`src/rtl/dmem_access_unit_if.sv`:
```
// rtl/dmem_access_unit_if.sv - CPU request/response and data-memory bus bundle for dmem_access_unit
interface dmem_access_unit_if;
    // CPU side
    logic        req;
    logic        we;
    logic [1:0]  size;
    logic        sext;
    logic [31:0] addr;
    logic [31:0] wdata;
    logic        ready;
    logic        done;
    logic [31:0] rdata;
    logic        addr_err;
    // Data-memory side
    logic [31:0] dm_addr;
    logic [31:0] dm_wdata;
    logic        dm_wena;
    logic [31:0] dm_rdata;

    modport slave (
        input  req, we, size, sext, addr, wdata, dm_rdata,
        output ready, done, rdata, addr_err, dm_addr, dm_wdata, dm_wena
    );

    modport master (
        output req, we, size, sext, addr, wdata, dm_rdata,
        input  ready, done, rdata, addr_err, dm_addr, dm_wdata, dm_wena
    );
endinterface

```
`src/rtl/dmem_access_unit.sv`:
```
// rtl/dmem_access_unit.sv - sub-word load/store sequencer (RMW stores, extended loads); DMEM_ALIGN_CHECK_EN enables misalignment detection
module dmem_access_unit #(
    parameter int ADDR_W = 10
) (
    input  logic              clk,
    input  logic              rst_n,
    dmem_access_unit_if.slave bus
);

    typedef enum logic [1:0] {IDLE, READ, WRITE, DONE} state_t;

    state_t              state;
    state_t              state_nx;
    logic                we_q;
    logic                sext_q;
    logic                err_q;
    logic [1:0]          size_q;
    logic [ADDR_W-1:0]   addr_q;
    logic [31:0]         wdata_q;
    logic [31:0]         word_q;
    logic [31:0]         rdata_q;
    logic                misaligned;
    logic [ADDR_W-1:0]   addr_in;
    logic [31:0]         merged;
    logic [15:0]         lane;
    logic [31:0]         load_val;
    logic                unused_addr_hi;

    // Upper CPU address bits wrap away; they never reach the memory.
    assign unused_addr_hi = ^bus.addr[31:ADDR_W];

    // Classify the incoming request: flag misalignment or force natural alignment.
    always_comb begin
        misaligned = 1'b0;
        addr_in    = bus.addr[ADDR_W-1:0];
`ifdef DMEM_ALIGN_CHECK_EN
        if (bus.size == 2'b01) begin
            misaligned = bus.addr[0];
        end else if (bus.size[1]) begin
            misaligned = |bus.addr[1:0];
        end
`else
        if (bus.size == 2'b01) begin
            addr_in[0] = 1'b0;
        end else if (bus.size[1]) begin
            addr_in[1:0] = 2'b00;
        end
`endif
    end

    // Next-state decode; word stores skip the read, sub-word stores read first.
    always_comb begin
        state_nx = state;
        case (state)
            IDLE: begin
                if (bus.req) begin
                    if (misaligned) begin
                        state_nx = DONE;
                    end else if (bus.we && bus.size[1]) begin
                        state_nx = WRITE;
                    end else begin
                        state_nx = READ;
                    end
                end
            end
            READ:    state_nx = we_q ? WRITE : DONE;
            WRITE:   state_nx = DONE;
            DONE:    state_nx = IDLE;
            default: state_nx = IDLE;
        endcase
    end

    // Store merge: replace the addressed lane(s) of the word read back.
    always_comb begin
        merged = word_q;
        case (size_q)
            2'b00:   merged[{addr_q[1:0], 3'b000} +: 8]  = wdata_q[7:0];
            2'b01:   merged[{addr_q[1], 4'b0000} +: 16] = wdata_q[15:0];
            default: merged = wdata_q;
        endcase
    end

    // Load extract works on the word being captured so rdata lands on the same edge as word_q.
    always_comb begin
        lane     = 16'(bus.dm_rdata >> {addr_q[1:0], 3'b000});
        load_val = bus.dm_rdata;
        case (size_q)
            2'b00:   load_val = {{24{sext_q & lane[7]}}, lane[7:0]};
            2'b01:   load_val = {{16{sext_q & lane[15]}}, lane[15:0]};
            default: load_val = bus.dm_rdata;
        endcase
    end

    // State register plus request latch and read-data capture.
    always_ff @(posedge clk or negedge rst_n) begin
        if (!rst_n) begin
            state   <= IDLE;
            we_q    <= 1'b0;
            sext_q  <= 1'b0;
            err_q   <= 1'b0;
            size_q  <= 2'b00;
            addr_q  <= '0;
            wdata_q <= 32'h0;
            word_q  <= 32'h0;
            rdata_q <= 32'h0;
        end else begin
            state <= state_nx;
            case (state)
                IDLE: begin
                    if (bus.req) begin
                        we_q    <= bus.we;
                        size_q  <= bus.size;
                        sext_q  <= bus.sext;
                        addr_q  <= addr_in;
                        wdata_q <= bus.wdata;
                        err_q   <= misaligned;
                    end
                end
                READ: begin
                    word_q <= bus.dm_rdata;
                    if (!we_q) begin
                        rdata_q <= load_val;
                    end
                end
                default: ;
            endcase
        end
    end

    assign bus.ready    = (state == IDLE);
    assign bus.done     = (state == DONE);
    assign bus.addr_err = (state == DONE) && err_q;
    assign bus.rdata    = rdata_q;
    assign bus.dm_addr  = {{(32-ADDR_W){1'b0}}, addr_q[ADDR_W-1:2], 2'b00};
    assign bus.dm_wena  = (state == WRITE);
    assign bus.dm_wdata = (state == WRITE) ? merged : 32'h0;

endmodule
```
`src/flat_wrapper.sv`:
```
// flat-port wrapper written by rule: the top's interface ports become plain ports
module dmem_access_unit_flat 
#(
    parameter int ADDR_W = 10
)
  (clk, rst_n, bus_req, bus_we, bus_size, bus_sext, bus_addr, bus_wdata, bus_dm_rdata, bus_ready, bus_done, bus_rdata, bus_addr_err, bus_dm_addr, bus_dm_wdata, bus_dm_wena);
  dmem_access_unit_if bus_i ();
  input  logic clk;
  input  logic rst_n;
  input wire logic [$bits(bus_i.req)-1:0] bus_req;
  input wire logic [$bits(bus_i.we)-1:0] bus_we;
  input wire logic [$bits(bus_i.size)-1:0] bus_size;
  input wire logic [$bits(bus_i.sext)-1:0] bus_sext;
  input wire logic [$bits(bus_i.addr)-1:0] bus_addr;
  input wire logic [$bits(bus_i.wdata)-1:0] bus_wdata;
  input wire logic [$bits(bus_i.dm_rdata)-1:0] bus_dm_rdata;
  output wire logic [$bits(bus_i.ready)-1:0] bus_ready;
  output wire logic [$bits(bus_i.done)-1:0] bus_done;
  output wire logic [$bits(bus_i.rdata)-1:0] bus_rdata;
  output wire logic [$bits(bus_i.addr_err)-1:0] bus_addr_err;
  output wire logic [$bits(bus_i.dm_addr)-1:0] bus_dm_addr;
  output wire logic [$bits(bus_i.dm_wdata)-1:0] bus_dm_wdata;
  output wire logic [$bits(bus_i.dm_wena)-1:0] bus_dm_wena;
  assign bus_i.req = bus_req;
  assign bus_i.we = bus_we;
  assign bus_i.size = bus_size;
  assign bus_i.sext = bus_sext;
  assign bus_i.addr = bus_addr;
  assign bus_i.wdata = bus_wdata;
  assign bus_i.dm_rdata = bus_dm_rdata;
  assign bus_ready = bus_i.ready;
  assign bus_done = bus_i.done;
  assign bus_rdata = bus_i.rdata;
  assign bus_addr_err = bus_i.addr_err;
  assign bus_dm_addr = bus_i.dm_addr;
  assign bus_dm_wdata = bus_i.dm_wdata;
  assign bus_dm_wena = bus_i.dm_wena;
  dmem_access_unit #(.ADDR_W(ADDR_W)) u_core (.clk(clk), .rst_n(rst_n), .bus(bus_i));
endmodule
```
`config.mk`:
```
export PLATFORM = sky130hd
export DESIGN_NAME = dmem_access_unit_flat
export DESIGN_NICKNAME = d
export VERILOG_FILES = /design/src/rtl/dmem_access_unit_if.sv /design/src/rtl/dmem_access_unit.sv /design/src/flat_wrapper.sv
export SDC_FILE = /design/constraint.sdc
export NUM_CORES = 1
export LEC_CHECK = 0
export CAP_MARGIN = 20
export CORE_AREA = 2 2 138 106
export CTS_BUF_LIST = sky130_fd_sc_hd__clkbuf_16
export DETAILED_ROUTE_END_ITERATION = 8
export DIE_AREA = 0 0 140 108
export PLACE_DENSITY = 0.79
export SETUP_SLACK_MARGIN = 0.4
export SLEW_MARGIN = 10
export SYNTH_ARGS = -nofsm -noshare
export SYNTH_HDL_FRONTEND = slang
export SYNTH_SLANG_ARGS = --single-unit
```
`constraint.sdc`:
```
create_clock -name clk -period 2.15 [get_ports clk]
set_input_delay 0.215 -clock clk [delete_from_list [all_inputs] [get_ports clk]]
set_output_delay 0.215 -clock clk [all_outputs]
set_load 0.05 [all_outputs]
```
==> metrics.txt <==
RSZ-0062 raised after global routing=yes; Buffers on Ports=155; Clk Latency, worst-skew pair=between 300 and 400 ps; Final period util=112.0%; Post-route DRC=14; worst-case reg-to-reg path depth=9; largest net degree at the start of global routing=113; Iteration-0 DRC Markers=435; ys async rst share=100.0%; maximum VDD drop=0.001087 V; Final Power=18330 uW; Initial Utilization=45.38%; Fillers=849; layout cells sized above 1=around 41%; total number of vias=between 5000 and 6000; top cells by area, synth=dfrtp_1 (45%), mux2_2 (14%), buf_4 (4.2%); Die Ht=~110 um; Setup-failing EPs final=32; Core Region=about 14000 um2; full die area=15120 um2; Max Cap Viol=0; initial antenna violation count=0; internal power=9365 uW; Final ANT Viol Nets=0; final count of hold timing violations=0; crit path launch type=flip-flop; post-route cell area=10050 um2; Pre-antenna DRT Iters=9; clock tree root driver cell=clkbuf_16; top-area cell type share of the netlist area=between 40% and 50%; GRT met2 Usage=47.40%; vias in the first global route=5624; Net Switching=between 8000 and 9000 uW; CTS tree=yes; Total Routed Length=21.72 mm; dpl hpwl=about 15 mm; GRT busiest layer=met2; CTS Buf Count=9; utilization after layout=73.62%; R2R Setup Slk=0 ps; Seq/Total Area, Yosys=45.23%; biggest area consumer among synthesized cells=dfrtp_1; Syn-to-layout area delta=62.24%; Global Route Usage Sum=27.80%; combinational share of power=between 60% and 70%; Synth Instances=597; Sw Ratio=48.91%; met3 GRT Util=6.244%; Worst Max-Slew Pin Slew=613.2 ps; Final WS setup=-257.3 ps; first-pass GRT wire length=roughly 32 mm; FP Rows=37; Power Density=roughly 1800 nW/um2; Vias/cell=5.941; pre-CTS setup slack=-40.43 ps; Multi-input gate area=4110 um2; Die Wd=about 140 um; grt total ovfl=0; Slew Limit Headroom=between 50% and 60%; Worst Hold End=u_core.addr_q[6]; NumNets Final=886; htree depth=3; syn avg cell area=10.38 um2; Diodes inserted=0; hold path depth=2; io pins=203; clock net sink count=approximately 110; Layout Skew=about 10 ps; worst path arrival time=~2200 ps; per-cell routed wire length=between 20 and 25 um; gpl congestion=0.8544; LEAKAGE=0.004193 uW; Max clock buf depth=2; Worst setup EP type=output pin; Post-synth EDFFs=0; Worst-path clk slew=about 70 ps; share of power burned in the clock network=9.9%; worst r2r dst=u_core.bus.rdata[27]; crit-path max FO=8; Hold Crit Class=in -> reg; #FFs+latches synth=112; HP Start=bus_addr[6]; violated checks=design-rule violations, negative setup slack; GR Util met1=37.34%; fmax=around 420 MHz; placement-stage cell area=just under 9000 um2; Syn. warnings=0; status=complete, but fails checks; crit path kind=reg -> out; Post-Syn Area=6197 um2; synth unique cells=between 40 and 50; CP required=~1900 ps; origin of the critical flop-to-flop path=u_core.addr_q[1]; Sequential Power Share=about a quarter; storage element area=2808 um2; Slew Viols, Final=0; min cycle time layout=2407 ps; Synth Flop Type=dfrtp_1
## sequential cells by signal (all words and copies together) (netlist names)
name	flops
u_core.wdata_q	32
u_core.sext_q	1
u_core.bus.rdata	32
u_core.size_q	2
u_core.state	2
u_core.word_q	32
u_core.addr_q	10
u_core.we_q	1
## worst max path at each step
| stage | from | to | slack [ps] | cells past startpoint |
|---|---|---|---|---|
| after floorplan | u_core.addr_q[1] | bus_dm_wdata[31] | -40 | 7 |
| after global placement | u_core.addr_q[1] | bus_dm_wdata[0] | -3 | 6 |
| after detailed placement | u_core.addr_q[0] | bus_dm_wdata[7] | -40 | 6 |
| after CTS | u_core.addr_q[0] | bus_dm_wdata[28] | -190 | 8 |
| after global routing | u_core.addr_q[0] | bus_dm_wdata[31] | -290 | 8 |
| final | u_core.addr_q[0] | bus_dm_wdata[28] | -260 | 8 |
## metrics by stage
step	cells	hold slack [ps]	TNS, ps
3_3_place_gp	911	336.3	-2.932
3_5_place_dp	911	346.7	-105.4
2_1_floorplan	621	-80.59	-244.6
4_1_cts	944	462.5	-2978
6_report	954	468.3	-5338
5_1_grt	954	466.0	-7268
## layer usage
metal	wire length (um)	part of all wire, %	vias to the layer above
met5	0	0	-
met2	10770	50	304
met3	1827	8.4	48
met1	8710	40	2858
li1	-	-	2458
met4	414	1.9	0
## cell families (layout without fill, tap and decap cells)
logic type,Yosys count,after routing,synth area share (%)
and+or+nand+nor,159,159,12.86
AOI/OAI and AO/OA,130,130,13.99
DFF,112,112,45.23
adders and majority gates,9,9,1.817
buffers and inverters,83,241,7.733
muxes,103,103,18.31
other,1,25,0.06051
## power by group through the flow
stage	registers, uW	logic [uW]	clock network (uW)
floorplan	4740	6430	0
global placement	4190	10200	0
detailed placement	4240	10500	0
CTS	4370	11400	1840
global route	4520	12700	1900
finish	4440	12100	1810
## cell type report
type	count	share of cell area, %
multi-input cells	426	40.88
clock buffers	9	2.240
flip-flops and latches	112	27.92
inverters	10	0.7591
clock inverters	7	0.9209
well taps	175	2.178
repair buffers	215	25.10
## cells in the final DEF (no fill, tap or decap), drive strengths merged, types with 3 or more instances in the layout
cell,n
a211oi,8
a21oi,22
a221oi,24
a22oi,15
a31oi,7
buf,93
clkbuf,10
clkdlybuf4s50,88
clkinv,3
conb,25
dfrtp,112
dlygate4sd2,11
dlymetal6s2s,20
ha,9
inv,10
mux2,77
mux2i,26
nand2,68
nand2b,10
nand3,32
nor2,12
nor2b,10
nor3,15
o21ai,34
o22ai,16
## cells in the mapped netlist (all sizes together) (2+ instances only)
cell type / n
mux2i: 26
and2: 2
ha: 9
nand2: 68
o311ai: 2
nor2: 12
nand2b: 10
inv: 8
a31oi: 7
buf: 52
and4: 2
a22oi: 15
clkinv: 2
a211oi: 8
or2: 2
mux2: 77
o21ai: 34
clkbuf: 21
nand3: 32
nor3: 15
nor4b: 2
a221oi: 24
a21oi: 22
nor2b: 10
dfrtp: 112
o22ai: 16
## worst max-delay path, stage by stage (launching register included)
cell and delay (ps):
dfrtp_2 430, inv_4 80, ha_4 190, nor2_4 150, nor4b_4 230, buf_6 180
a221oi_2 80, a211oi_4 310, buf_12 180
## repair_timing
action,in CTS,in global routing
gates resized for setup,100,65
gates cloned,2,0
pin swaps,31,15
setup endpoints to repair,69,84
hold buffers,1,0
buffers inserted,14,10
endpoints found under the hold margin,112,0
Power figures use the tool's default switching activity.
